### src/rtl/acc_req_arbiter_pkg.sv
// Shared types and helpers for the accelerator request arbiter.
// Arbiter FSM encoding plus the requester-ID type used by the in-order response FIFO.
package acc_req_arbiter_pkg;

  typedef enum logic [0:0] {IDLE = 1'b0, LOCK = 1'b1} arb_state_e;

  localparam logic [0:0] ARB_IDLE = 1'b0;
  localparam logic [0:0] ARB_LOCK = 1'b1;

  localparam int unsigned NumReqDflt = 2;
  typedef logic [$clog2(NumReqDflt)-1:0] acc_req_id_t;

  // (base + off) mod n, valid for base < n and off < n
  function automatic int unsigned wrap_add(input int unsigned base, input int unsigned off,
                                           input int unsigned n);
    int unsigned s;
    s = base + off;
    return (s >= n) ? s - n : s;
  endfunction

endpackage

### src/rtl/acc_arb_id_fifo.sv
// In-order requester-ID FIFO: head is the owner of the oldest unanswered instruction.
// No bypass; a push into a full FIFO is taken only alongside a pop in the same cycle.
module acc_arb_id_fifo #(
  parameter int unsigned Depth = 4,
  parameter int unsigned Width = 1
) (
  input  logic             clk_i,
  input  logic             rst_i,
  input  logic             push_i,
  input  logic [Width-1:0] data_i,
  input  logic             pop_i,
  output logic             full_o,
  output logic             empty_o,
  output logic [Width-1:0] head_o
);
  localparam int unsigned PtrW = $clog2(Depth);

  logic [PtrW:0]                 wr_ptr_q, wr_ptr_d, rd_ptr_q, rd_ptr_d;
  logic [Depth-1:0][Width-1:0]   mem_q, mem_d;
  logic                          do_push, do_pop;

  assign empty_o = (wr_ptr_q == rd_ptr_q);
  assign full_o  = (wr_ptr_q[PtrW] != rd_ptr_q[PtrW]) &&
                   (wr_ptr_q[PtrW-1:0] == rd_ptr_q[PtrW-1:0]);
  assign head_o  = mem_q[rd_ptr_q[PtrW-1:0]];

  always_comb begin
    do_pop   = pop_i && !empty_o;
    do_push  = push_i && (!full_o || do_pop);
    mem_d    = mem_q;
    wr_ptr_d = wr_ptr_q;
    rd_ptr_d = rd_ptr_q;
    if (do_push) begin
      mem_d[wr_ptr_q[PtrW-1:0]] = data_i;
      wr_ptr_d = wr_ptr_q + (PtrW+1)'(1);
    end
    if (do_pop) begin
      rd_ptr_d = rd_ptr_q + (PtrW+1)'(1);
    end
  end

  always_ff @(posedge clk_i) begin
    if (rst_i) begin
      wr_ptr_q <= '0;
      rd_ptr_q <= '0;
      mem_q    <= '0;
    end else begin
      wr_ptr_q <= wr_ptr_d;
      rd_ptr_q <= rd_ptr_d;
      mem_q    <= mem_d;
    end
  end

endmodule

### src/rtl/acc_req_arbiter.sv
// Round-robin arbiter sharing one accelerator channel; grant locked until handshake, 1 cycle
// arbitration latency, responses routed in order via an ID FIFO. Perf counters: ACC_REQ_ARBITER_PERF_EN.
module acc_req_arbiter
  import acc_req_arbiter_pkg::*;
#(
  parameter int unsigned NumReq     = 2,
  parameter int unsigned XLEN       = 64,
  parameter int unsigned OutstDepth = 4,
  parameter int unsigned CntWidth   = 32
) (
  input  logic                       clk_i,
  input  logic                       rst_i,
  input  logic [NumReq-1:0]          req_valid_i,
  output logic [NumReq-1:0]          req_ready_o,
  input  logic [NumReq*32-1:0]       req_insn_i,
  input  logic [NumReq*XLEN-1:0]     req_rs1_i,
  input  logic [NumReq*XLEN-1:0]     req_rs2_i,
  output logic [NumReq-1:0]          resp_valid_o,
  input  logic [NumReq-1:0]          resp_ready_i,
  output logic [XLEN-1:0]            resp_result_o,
  output logic                       resp_error_o,
  output logic                       acc_req_valid_o,
  input  logic                       acc_req_ready_i,
  output logic [31:0]                acc_insn_o,
  output logic [XLEN-1:0]            acc_rs1_o,
  output logic [XLEN-1:0]            acc_rs2_o,
  input  logic                       acc_resp_valid_i,
  output logic                       acc_resp_ready_o,
  input  logic [XLEN-1:0]            acc_resp_result_i,
  input  logic                       acc_resp_error_i,
  output logic                       busy_o,
  output logic                       orphan_o,
  output logic [NumReq*CntWidth-1:0] perf_grant_cnt_o
);
  localparam int unsigned IdW = $clog2(NumReq);

  logic [0:0]     state_q, state_d;
  logic [IdW-1:0] win_q, win_d, rr_ptr_q, rr_ptr_d;
  logic [IdW-1:0] arb_idx, cand, head;
  logic           arb_found, fifo_full, fifo_empty, push, pop, handshake;
  logic           orphan_q, orphan_d;

  // First valid requester at or after rr_ptr, wrapping
  always_comb begin
    arb_found = 1'b0;
    arb_idx   = '0;
    cand      = '0;
    for (int unsigned i = 0; i < NumReq; i++) begin
      cand = IdW'(wrap_add(32'(rr_ptr_q), i, NumReq));
      if (!arb_found && req_valid_i[cand]) begin
        arb_found = 1'b1;
        arb_idx   = cand;
      end
    end
  end

  assign handshake = (state_q == ARB_LOCK) && req_valid_i[win_q] && acc_req_ready_i;

  always_comb begin
    state_d  = state_q;
    win_d    = win_q;
    rr_ptr_d = rr_ptr_q;
    push     = 1'b0;
    if (state_q == ARB_IDLE) begin
      if (arb_found && !fifo_full) begin
        state_d = ARB_LOCK;
        win_d   = arb_idx;
      end
    end else if (handshake) begin
      push     = 1'b1;
      rr_ptr_d = IdW'(wrap_add(32'(win_q), 1, NumReq));
      state_d  = ARB_IDLE;
    end
  end

  always_comb begin
    req_ready_o     = '0;
    acc_req_valid_o = 1'b0;
    acc_insn_o      = '0;
    acc_rs1_o       = '0;
    acc_rs2_o       = '0;
    if (state_q == ARB_LOCK) begin
      acc_req_valid_o    = req_valid_i[win_q];
      req_ready_o[win_q] = acc_req_ready_i;
      acc_insn_o         = req_insn_i[32*win_q +: 32];
      acc_rs1_o          = req_rs1_i[XLEN*win_q +: XLEN];
      acc_rs2_o          = req_rs2_i[XLEN*win_q +: XLEN];
    end
  end

  // With nothing outstanding, responses are swallowed and flagged as orphans
  always_comb begin
    resp_valid_o     = '0;
    acc_resp_ready_o = !rst_i;
    if (!fifo_empty) begin
      resp_valid_o[head] = acc_resp_valid_i;
      acc_resp_ready_o   = resp_ready_i[head] && !rst_i;
    end
    pop      = !fifo_empty && acc_resp_valid_i && acc_resp_ready_o;
    orphan_d = orphan_q | (fifo_empty & acc_resp_valid_i);
  end

  assign resp_result_o = acc_resp_result_i;
  assign resp_error_o  = acc_resp_error_i;
  assign busy_o        = (state_q == ARB_LOCK) || !fifo_empty;
  assign orphan_o      = orphan_q;

  always_ff @(posedge clk_i) begin
    if (rst_i) begin
      state_q  <= ARB_IDLE;
      win_q    <= '0;
      rr_ptr_q <= '0;
      orphan_q <= 1'b0;
    end else begin
      state_q  <= state_d;
      win_q    <= win_d;
      rr_ptr_q <= rr_ptr_d;
      orphan_q <= orphan_d;
    end
  end

  acc_arb_id_fifo #(.Depth(OutstDepth), .Width(IdW)) u_id_fifo (
    .clk_i   (clk_i),
    .rst_i   (rst_i),
    .push_i  (push),
    .data_i  (win_q),
    .pop_i   (pop),
    .full_o  (fifo_full),
    .empty_o (fifo_empty),
    .head_o  (head)
  );

`ifdef ACC_REQ_ARBITER_PERF_EN
  logic [NumReq-1:0][CntWidth-1:0] cnt_q, cnt_d;

  always_comb begin
    cnt_d = cnt_q;
    if (handshake && (cnt_q[win_q] != {CntWidth{1'b1}})) begin
      cnt_d[win_q] = cnt_q[win_q] + CntWidth'(1);
    end
  end

  always_ff @(posedge clk_i) begin
    if (rst_i) cnt_q <= '0;
    else       cnt_q <= cnt_d;
  end

  assign perf_grant_cnt_o = cnt_q;
`else
  assign perf_grant_cnt_o = '0;
`endif

`ifndef SYNTHESIS
  for (genvar k = 0; k < NumReq; k++) begin : g_hold
    a_req_stable: assert property (@(posedge clk_i) disable iff (rst_i)
      (req_valid_i[k] && !req_ready_o[k]) |=>
        (req_valid_i[k] && $stable(req_insn_i[32*k +: 32]) &&
         $stable(req_rs1_i[XLEN*k +: XLEN]) && $stable(req_rs2_i[XLEN*k +: XLEN])));
  end

  a_no_same_cycle_resp: assert property (@(posedge clk_i) disable iff (rst_i)
    !(push && fifo_empty && acc_resp_valid_i));
`endif

endmodule

### config.mk
export PLATFORM = sky130hd
export DESIGN_NAME = acc_req_arbiter
export DESIGN_NICKNAME = d
export VERILOG_FILES = /design/src/rtl/acc_req_arbiter_pkg.sv /design/src/rtl/acc_arb_id_fifo.sv /design/src/rtl/acc_req_arbiter.sv
export SDC_FILE = /design/constraint.sdc
export NUM_CORES = 1
export LEC_CHECK = 0
export ABC_AREA = 0
export CAP_MARGIN = 10
export CORE_AREA = 2 2 271 273
export CTS_CLUSTER_SIZE = 24
export DETAILED_ROUTE_END_ITERATION = 10
export DIE_AREA = 0 0 273 275
export SLEW_MARGIN = 20
export SYNTH_ARGS = -nofsm -noshare
export SYNTH_HDL_FRONTEND = slang
export SYNTH_HIERARCHICAL = 1
export SYNTH_SLANG_ARGS = --single-unit
### constraint.sdc
create_clock -name clk_i -period 2.89 [get_ports clk_i]
set_clock_uncertainty 0.2 [all_clocks]
set_input_delay 0.578 -clock clk_i [delete_from_list [all_inputs] [get_ports clk_i]]
set_output_delay 0.578 -clock clk_i [all_outputs]
set_load 0.05 [all_outputs]
Word-level counts from Yosys, hierarchy flattened
Cells that the tools add are included.

word-level totals
  flip-flop bits (word level) = 14
  output and inout port bits = 297

operators by class
  add/subtract/negate cells = 7
  order comparisons = 12
  eq/ne operators = 3
  shifts and indexed selects = 3
  mux-type cells = 36
  bitwise operators = 5
  reductions and logical operators = 21

operator list
  operator                                                                              number
  128-bit by 8-bit indexed part select with 64-bit output                               2
  64-bit 2-to-1 mux                                                                     2
  64-bit by 7-bit indexed part select with 32-bit output                                1
  32-bit 2-to-1 mux                                                                     1
  1-bit 2-to-1 mux                                                                      26
  1-bit logical AND                                                                     13
  1-bit by 2-bit < comparator with 1-bit output (second input constant)                 4
  3-bit by 1-bit adder with 3-bit output (second input constant)                        2
  2-bit by 3-bit < comparator with 1-bit output (second input constant)                 2
  1-bit by 1-bit adder with 2-bit output (second input constant)                        2
  2-bit AND                                                                             2
  4-bit bitwise mux                                                                     1
  2-bit greater-or-equal comparator (second input constant)                             2
  1-bit logical NOT                                                                     4
  2-bit 2-to-1 mux                                                                      2
  2-bit AND reduction                                                                   2
  3-bit equality test                                                                   1
  1-bit subtractor (second input constant)                                              3
  1-bit binary-select mux with 2-bit select                                             1
  1-bit demux with 1-bit select                                                         2
  1-bit demux with 2-bit select                                                         1
  2-bit equality test                                                                   1
  1-bit greater-or-equal comparator (second input constant)                             2
  1-bit by 2-bit greater-or-equal comparator with 1-bit output (second input constant)  1
  6 further kinds                                                                       7

Depth between registers and ports, before layout
Gate-level depths: netlist (run 1).

  depth after elaboration = 11
  gate-level depth with buffers = 8
  depth with buffers taken out = 7

Modules after synthesis
Netlist (run 1), hierarchy kept.

by module, submodules not included
  module           times used  cells each  area an instance (um2)  seq. area each (um2)
  acc_req_arbiter  1           518         4,125.2                 80.1
  acc_arb_id_fifo  1           54          558.0                   200.2

Least setup slack after synthesis (run 1)
No wires, ideal clock.

  path kind = reg-to-output
  start = register u_id_fifo.rd_ptr_q[0]
  end = output acc_resp_ready_o
  arrival = 1,879 ps
  data required time = 2,112 ps
  path slack = 233 ps
  stages on the path, launching flop included = 4
  cells stage by stage = dfxtp_1 mux4_2 mux2i_1 a21oi_1

on the way
  longest elaborated chain between the ends = 6
  elaborated cells between the ends (all ways) = 7
  those cells by class = 1 x eq/ne; 5 x mux; 1 x reduce/logical

ends and longest elaborated chain
  what                                                  RTL line               text
  from (decl)                                           acc_arb_id_fifo.sv:18  logic [PtrW:0] wr_ptr_q, wr_ptr_d, rd_ptr_q, rd_ptr_d;
  from (signal assigned)                                acc_arb_id_fifo.sv:49  rd_ptr_q <= rd_ptr_d;
  1-bit binary-select mux with 2-bit select             acc_arb_id_fifo.sv:25  assign head_o = mem_q[rd_ptr_q[PtrW-1:0]];
  1-bit 2-to-1 mux (not written as such)                acc_arb_id_fifo.sv:25
  named net head                                        acc_req_arbiter.sv:39  logic [IdW-1:0] arb_idx, cand, head;
  1-bit 2-to-1 mux (not written as such) (2 in series)  acc_req_arbiter.sv:97  acc_resp_ready_o = resp_ready_i[head] && !rst_i;
  1-bit logical AND                                     acc_req_arbiter.sv:97
  1-bit 2-to-1 mux                                      acc_req_arbiter.sv:95  if (!fifo_empty) begin
  to (decl)                                             acc_req_arbiter.sv:28  output logic acc_resp_ready_o,

The timed path passes the listed nets, and every way through them passes these cells. The select of a mux whose other input is x is not followed.

Worst setup path in the final report (run 1)
Same ends and word-level chain as after synthesis.

==> impl_metrics.csv, run 1 <==
group,metric,value,unit
clock_network,clock_latency,0.24,ns
hold_path,min-delay-path-class,"flip-flop to flip-flop",
cells_and_area,drive_gt1_frac,0.204,
flow_run,cap_violations,0,
hold_path,hp-start,"orphan_o",
route,first_iter_violations,90,
power_and_ir_drop,swShare,0.463,
synthesis,synth_adder_area_share,0.0134,
status,run_status,"complete, no violations",
setup_path,path_delay_family,"multiplexers",
setup_path,timing.rr.start,"u_id_fifo/rd_ptr_q[0]",
global_routing,antenna_found_initial,22,
placed_design,place_inst,1946,
power_and_ir_drop,peakVddDrop,0.129,mV
route,antenna_left,0,
floorplan,dieHeight,275,µm
cells_and_area,stdcell_count,1953,
floorplan,die_area,75100,µm²
power_and_ir_drop,combPwrFrac,0.838,
route,drc_errors,0,
setup_path,start_kind,"flip-flop",
setup_path,slowest_stage,"mux4_2",
floorplan,pin_count,690,
timing,relSlewSlack,0.601,
clock_network,cts_hold_buffers,0,
setup_path,crit_start,"u_id_fifo/rd_ptr_q[0]",
timing,maxSlewViolCount,0,
synthesis,synth_cells,572,
power_and_ir_drop,p_leak,4.25,nW
synthesis,synth-simple-area-share,0.250,
timing,fin_crit_sh,0.941,
cells_and_area,ff_latch_area,288,µm²
clock_network,cts_resized,0,
setup_path,cp_cell_sequence,"mux4_2, mux2i_1, a21oi_1, buf_4, buf_12",
synthesis,synth_top_family_by_area,"multiplexers",
synthesis,syn_area,4680,µm²
global_routing,grt_start_max_net_pins,67,
timing,finalSetupTns,0,ns
setup_path,path_class,"flip-flop to output pin",
synthesis,ys.flop_type,"dfxtp_1",
route,first_pass_iters,4,
power_and_ir_drop,clkPwrFrac,0.092,
floorplan,core_area,72300,µm²
cells_and_area,multiInputGateArea,3370,µm²
placed_design,gp_congestion,0.795,
clock_network,path_clk_slew,0.05,ns
placed_design,port_buffers,495,
synthesis,ys_seq_elements,14,
power_and_ir_drop,p_per_area,263,nW/µm²
synthesis,synth_xor_area_frac,0.0150,
synthesis,ys_warn_count,6,
timing,tightest_slew,0.597,ns
route,routed_via_density,2.78,
setup_path,regToRegSetupSlack,0.43,ns
route,drt_wl_total,33.6,mm
clock_network,clkSinkCount,14,
setup_path,cp.required,2.11,ns
global_routing,grt_pass1_vias,5625,
global_routing,grt_pass1_wl,43.3,mm
placed_design,hpwl,31.1,mm
clock_network,cts_root_buf,"clkbuf_16",
synthesis,synth_compound_area_frac,0.0286,
setup_path,arrival,1.94,ns
synthesis,synth_enable_flop_cells,0,
power_and_ir_drop,internal-power,1.67,mW
clock_network,cts_tree,"done",
setup_path,endpoint_kind,"output pin",
route,wl_per_cell,17.2,µm
cells_and_area,fillers,8127,
cells_and_area,finalNetCount,1390,
clock_network,htreeDepth,1,
synthesis,ys_seq_area_frac,0.0598,
synthesis,async_reset_ff_frac,0,
clock_network,clock_path_buffers,2,
synthesis,synthMuxAreaShare,0.362,
timing,report.final.setup_viol,0,
setup_path,critPathMaxFanout,4,
global_routing,grtUsageTotal,0.0828,
floorplan,num_rows,99,
floorplan,die_x,273,µm
clock_network,cts_buffers,3,
power_and_ir_drop,power_frac_seq,0.069,
synthesis,avgSynthCellArea,8.19,µm²
setup_path,max_stage_delay,0.56,ns
route,detailroute.via_count,5432,
power_and_ir_drop,p_switching,1.44,mW
timing,layout_min_cycle_time,2.72,ns
timing,hold_viol_final,0,
global_routing,overflow,0,
timing,clock.fmax,368,MHz
clock_network,cts_setup_buffers,0,
cells_and_area,area_growth,153,%
timing,rsz0062_at_grt,"false",
setup_path,worst-path-buf-inv,2,
floorplan,floorplan.initialDensity,0.0647,
synthesis,ys_types,34,
## layer usage
metal,vias up,share of wire,GRT usage
li1,2542,-,-
met1,2320,0.30,0.0716
met2,524,0.53,0.166
met3,42,0.16,0.0498
met4,4,0.013,0.00676
met5,-,0.00080,0
## placed cells by master (no fill, tap or decap), drive strengths merged, types with 5 or more instances in the layout
cell type	n
buf	191
nor2	10
mux2i	167
conb	64
xor2	6
inv	5
dfxtp	14
nor2b	161
clkdlybuf4s50	328
nand2b	7
ha	5
## area by class of cell
type | count | area share
Inverter | 5 | 0.00158
Antenna cell | 3 | 0.000634
Multi-Input combinational cell | 449 | 0.285
Clock buffer | 4 | 0.00750
Tap cell | 959 | 0.101
Timing Repair Buffer | 519 | 0.580
Sequential cell | 14 | 0.0243
## kinds of logic (layout without fill, tap and decap cells)
logic type | count (synthesis) | after routing
simple gates | 192 | 192
flops | 14 | 14
other cells | 1 | 67
buf+inv | 172 | 528
mux | 168 | 168
xor+xnor | 8 | 8
fa+ha+maj | 5 | 5
compound gates | 12 | 12
## metrics by stage
step                 util  cell area (µm²)  power [mW]  setup WS, ns  hold slack [ns]
finish              0.164            11800        3.12         0.170            0.275
global route        0.164            11800        3.27        0.0165            0.306
CTS                 0.164            11800        3.17        0.0810            0.283
detailed placement  0.162            11700        2.87         0.255            0.267
global placement    0.162            11700        2.87         0.271            0.269
floorplan               -             4920        1.76         0.233            0.250
## cell usage after synthesis, types with 2 or more instances
cell | count | area [µm²]
mux2i_1 | 167 | 1670
nor2b_1 | 161 | 1010
buf_4 | 131 | 983
buf_6 | 17 | 191
clkbuf_1 | 17 | 63.8
dfxtp_1 | 14 | 280
nor2_1 | 10 | 37.5
nand2b_1 | 7 | 43.8
xor2_1 | 6 | 52.6
ha_1 | 5 | 62.6
inv_1 | 5 | 18.8
nand2_1 | 4 | 15.0
nor3_1 | 3 | 15.0
a21oi_1 | 2 | 10.0
and3_1 | 2 | 12.5
buf_2 | 2 | 10.0
xnor2_1 | 2 | 17.5
## final timing paths
| path | end | depth (start not counted) |
|---|---|---|
| setup / recovery | acc_resp_ready_o | 5 |
| hold / removal | orphan_o | 2 |
| setup reg to reg | u_id_fifo/mem_q[0] | 6 |
| hold reg to reg | orphan_o | 2 |
## flip-flops by register name, summed over array words and instances, names as in the netlist
signal,count
rr_ptr_q,1
u_id_fifo/rd_ptr_q,3
u_id_fifo/mem_q,4
orphan_o,1
state_q,1
win_q,1
u_id_fifo/wr_ptr_q,3
## tightest hold or removal path: cells and delay by family, from the launching register on
family | cells | cell delay, ns
flops | 1 | 0.32
simple gates | 1 | 0.07
compound gates | 1 | 0.04
## power groups by stage
| stage | combinational [mW] | clock, mW | sequential, mW |
|---|---|---|---|
| 2_1_floorplan | 1.55 | 0 | 0.211 |
| 3_3_place_gp | 2.64 | 0 | 0.222 |
| 3_5_place_dp | 2.65 | 0 | 0.222 |
| 4_1_cts | 2.66 | 0.299 | 0.219 |
| 5_1_grt | 2.74 | 0.304 | 0.219 |
| 6_report | 2.61 | 0.287 | 0.216 |
(Power assumes the default switching activity.)
==> run 2, diff against run 1 <==
--- a/config.mk
+++ b/config.mk
@@ -7,10 +7,10 @@
 export LEC_CHECK = 0
 export ABC_AREA = 0
 export CAP_MARGIN = 10
-export CORE_AREA = 2 2 271 273
+export CORE_AREA = 4 4 265 267
 export CTS_CLUSTER_SIZE = 24
 export DETAILED_ROUTE_END_ITERATION = 10
-export DIE_AREA = 0 0 273 275
+export DIE_AREA = 0 0 269 271
 export SLEW_MARGIN = 20
 export SYNTH_ARGS = -nofsm -noshare
 export SYNTH_HDL_FRONTEND = slang
==> run 2 against run 1 <==
  * Sequential share of layout area hardly changed
  * Sequential power about the same
  * Clock power barely moved
  * Non-clock buffer count shrank 3
  * Worst setup slack improved by 0.0020 ns
  * Die area is 2.9% lower
  * Highest routed layer unchanged
  * Sequential cell count is the same
  * Global-route usage is 0.46 points lower
  * Via count is 0.11% higher
  * Hold slack gained 0.038 ns
==> impl_metrics.csv, run 2 (synthesis results as in run 1) <==
group,metric,value,unit
cells_and_area,top_register,"u_id_fifo/mem_q",
cells_and_area,design_area,11700,µm²
timing,finalSetupTns,0,ns
route,first_iter_violations,92,
route,routed_via_density,2.90,
timing,tightest_slew,0.546,ns
floorplan,pin_count,690,
clock_network,path_clk_slew,0.05,ns
cells_and_area,drive_gt1_frac,0.202,
global_routing,grt_use_met1,0.0699,
global_routing,met2_usage,0.156,
global_routing,overflow,0,
placed_design,place_area,11600,µm²
route,first_pass_iters,4,
power_and_ir_drop,p_leak,4.23,nW
timing,rsz0062_at_grt,"false",
power_and_ir_drop,p_switching,1.42,mW
setup_path,cp.required,2.11,ns
global_routing,antenna_found_initial,23,
floorplan,die_x,269,µm
cells_and_area,area_growth,150,%
route,drc_errors,0,
timing,hold_viol_final,0,
cells_and_area,multiInputGateArea,3380,µm²
cells_and_area,largest_reg_flops,4,
route,detailroute.via_count,5438,
cells_and_area,utilization,0.172,
global_routing,grt_start_max_net_pins,76,
setup_path,critPathMaxFanout,4,
floorplan,dieHeight,271,µm
timing,report.final.setup_viol,0,
cells_and_area,largest_registers,"u_id_fifo/mem_q: 4 flops, u_id_fifo/rd_ptr_q: 3 flops, u_id_fifo/wr_ptr_q: 3 flops",
clock_network,clock_latency,0.24,ns
setup_path,path_class,"flip-flop to output pin",
placed_design,port_buffers,495,
cells_and_area,final_cell_mix,"328 x clkdlybuf4s50_1, 171 x buf_12, 167 x mux2i_1, 161 x nor2b_1, 64 x conb_1",
timing,relSlewSlack,0.635,
setup_path,arrival,1.94,ns
power_and_ir_drop,swShare,0.459,
timing,maxSlewViolCount,0,
setup_path,endpoint_kind,"output pin",
floorplan,core_area,68100,µm²
global_routing,use_met3,0.0438,
timing,layout_min_cycle_time,2.72,ns
floorplan,num_rows,96,
power_and_ir_drop,peakVddDrop,0.172,mV
placed_design,gp_congestion,0.781,
floorplan,floorplan.initialDensity,0.0688,
power_and_ir_drop,power_frac_seq,0.071,
clock_network,cts_buffers,3,
clock_network,htreeDepth,1,
power_and_ir_drop,clkPwrFrac,0.094,
clock_network,clkSinkCount,14,
clock_network,cts_tree,"done",
power_and_ir_drop,p_per_area,263,nW/µm²
clock_network,clock_path_buffers,2,
timing,fin_crit_sh,0.940,
route,drt_wl_total,32.0,mm
timing,clock.fmax,368,MHz
global_routing,grtUsageTotal,0.0782,
flow_run,cap_violations,0,
power_and_ir_drop,combPwrFrac,0.835,
global_routing,grt_pass1_vias,5863,
hold_path,min-delay-path-class,"flip-flop to flip-flop",
cells_and_area,final_common_cell,"clkdlybuf4s50_1",
floorplan,die_area,72900,µm²
power_and_ir_drop,internal-power,1.67,mW
status,run_status,"complete, no violations",
cells_and_area,ff_latch_area,288,µm²
clock_network,cts_root_buf,"clkbuf_16",
cells_and_area,fillers,7537,
setup_path,start_kind,"flip-flop",
placed_design,hpwl,29.9,mm
global_routing,grt_pass1_wl,40.9,mm
route,antenna_left,0,
global_routing,gr-max-usage-layer,"met2",
clock_network,cts_hold_buffers,0,
route,wl_per_cell,17.1,µm
cells_and_area,finalNetCount,1387,
run 2: changes by cell type in the layout (fill, tap and decap cells not counted):
cell / change
diode_2: -1
buf_4: -2
nor3_1: -1
nor3_2: +1
buf_12: -1
run 2: final cells by class:
type                            count  area share
Antenna cell                        2    0.000427
Clock buffer                        4     0.00758
Inverter                            5     0.00160
Multi-Input combinational cell    449       0.288
Sequential cell                    14      0.0246
Tap cell                          882      0.0942
Timing Repair Buffer              516       0.583
run 2: per-stage QoR:
stage / hold WS (ns) / setup WS (ns) / instances / power (mW)
finish: 0.313 / 0.172 / 1872 / 3.08
global route: 0.322 / 0.0528 / 1870 / 3.22
CTS: 0.312 / 0.0997 / 1870 / 3.12
detailed placement: 0.287 / 0.378 / 1866 / 2.82
global placement: 0.278 / 0.401 / 1866 / 2.81
floorplan: 0.250 / 0.233 / 635 / 1.76
run 2: critical path, stage by stage (launching register included):
cell,delay (ns)
dfxtp_1,0.43
mux4_2,0.57
mux2i_1,0.17
a21oi_1,0.33
buf_12,0.19
run 2: repair_timing:
action / in CTS / in global routing
endpoints found under the setup margin: 0 / 1
buffers inserted: 0 / 0
endpoints found under the hold margin: 0 / 0
resized for setup: 0 / 1
run 2: worst paths after layout:
path / startpoint / endpoint / slack [ns] / cells past startpoint
worst max-delay path: u_id_fifo/rd_ptr_q[0] / acc_resp_ready_o / 0.17 / 4
worst min-delay path: u_id_fifo/mem_q[1] / u_id_fifo/mem_q[1] / 0.31 / 2
worst min register to register: u_id_fifo/mem_q[1] / u_id_fifo/mem_q[1] / 0.31 / 2
worst max register to register: u_id_fifo/wr_ptr_q[0] / u_id_fifo/wr_ptr_q[1] / 0.41 / 7
run 2: layer usage:
metal	vias up	share of wire
li1	2529	-
met1	2336	0.32
met2	519	0.51
met3	46	0.15
met4	8	0.013
met5	-	0.0024
run 2: power by group through the flow:
stage	sequential (mW)	clock (mW)	combinational, mW
6_report	0.219	0.289	2.58
5_1_grt	0.221	0.310	2.68
2_1_floorplan	0.211	0	1.55
3_5_place_dp	0.223	0	2.60
3_3_place_gp	0.223	0	2.58
4_1_cts	0.220	0.296	2.60
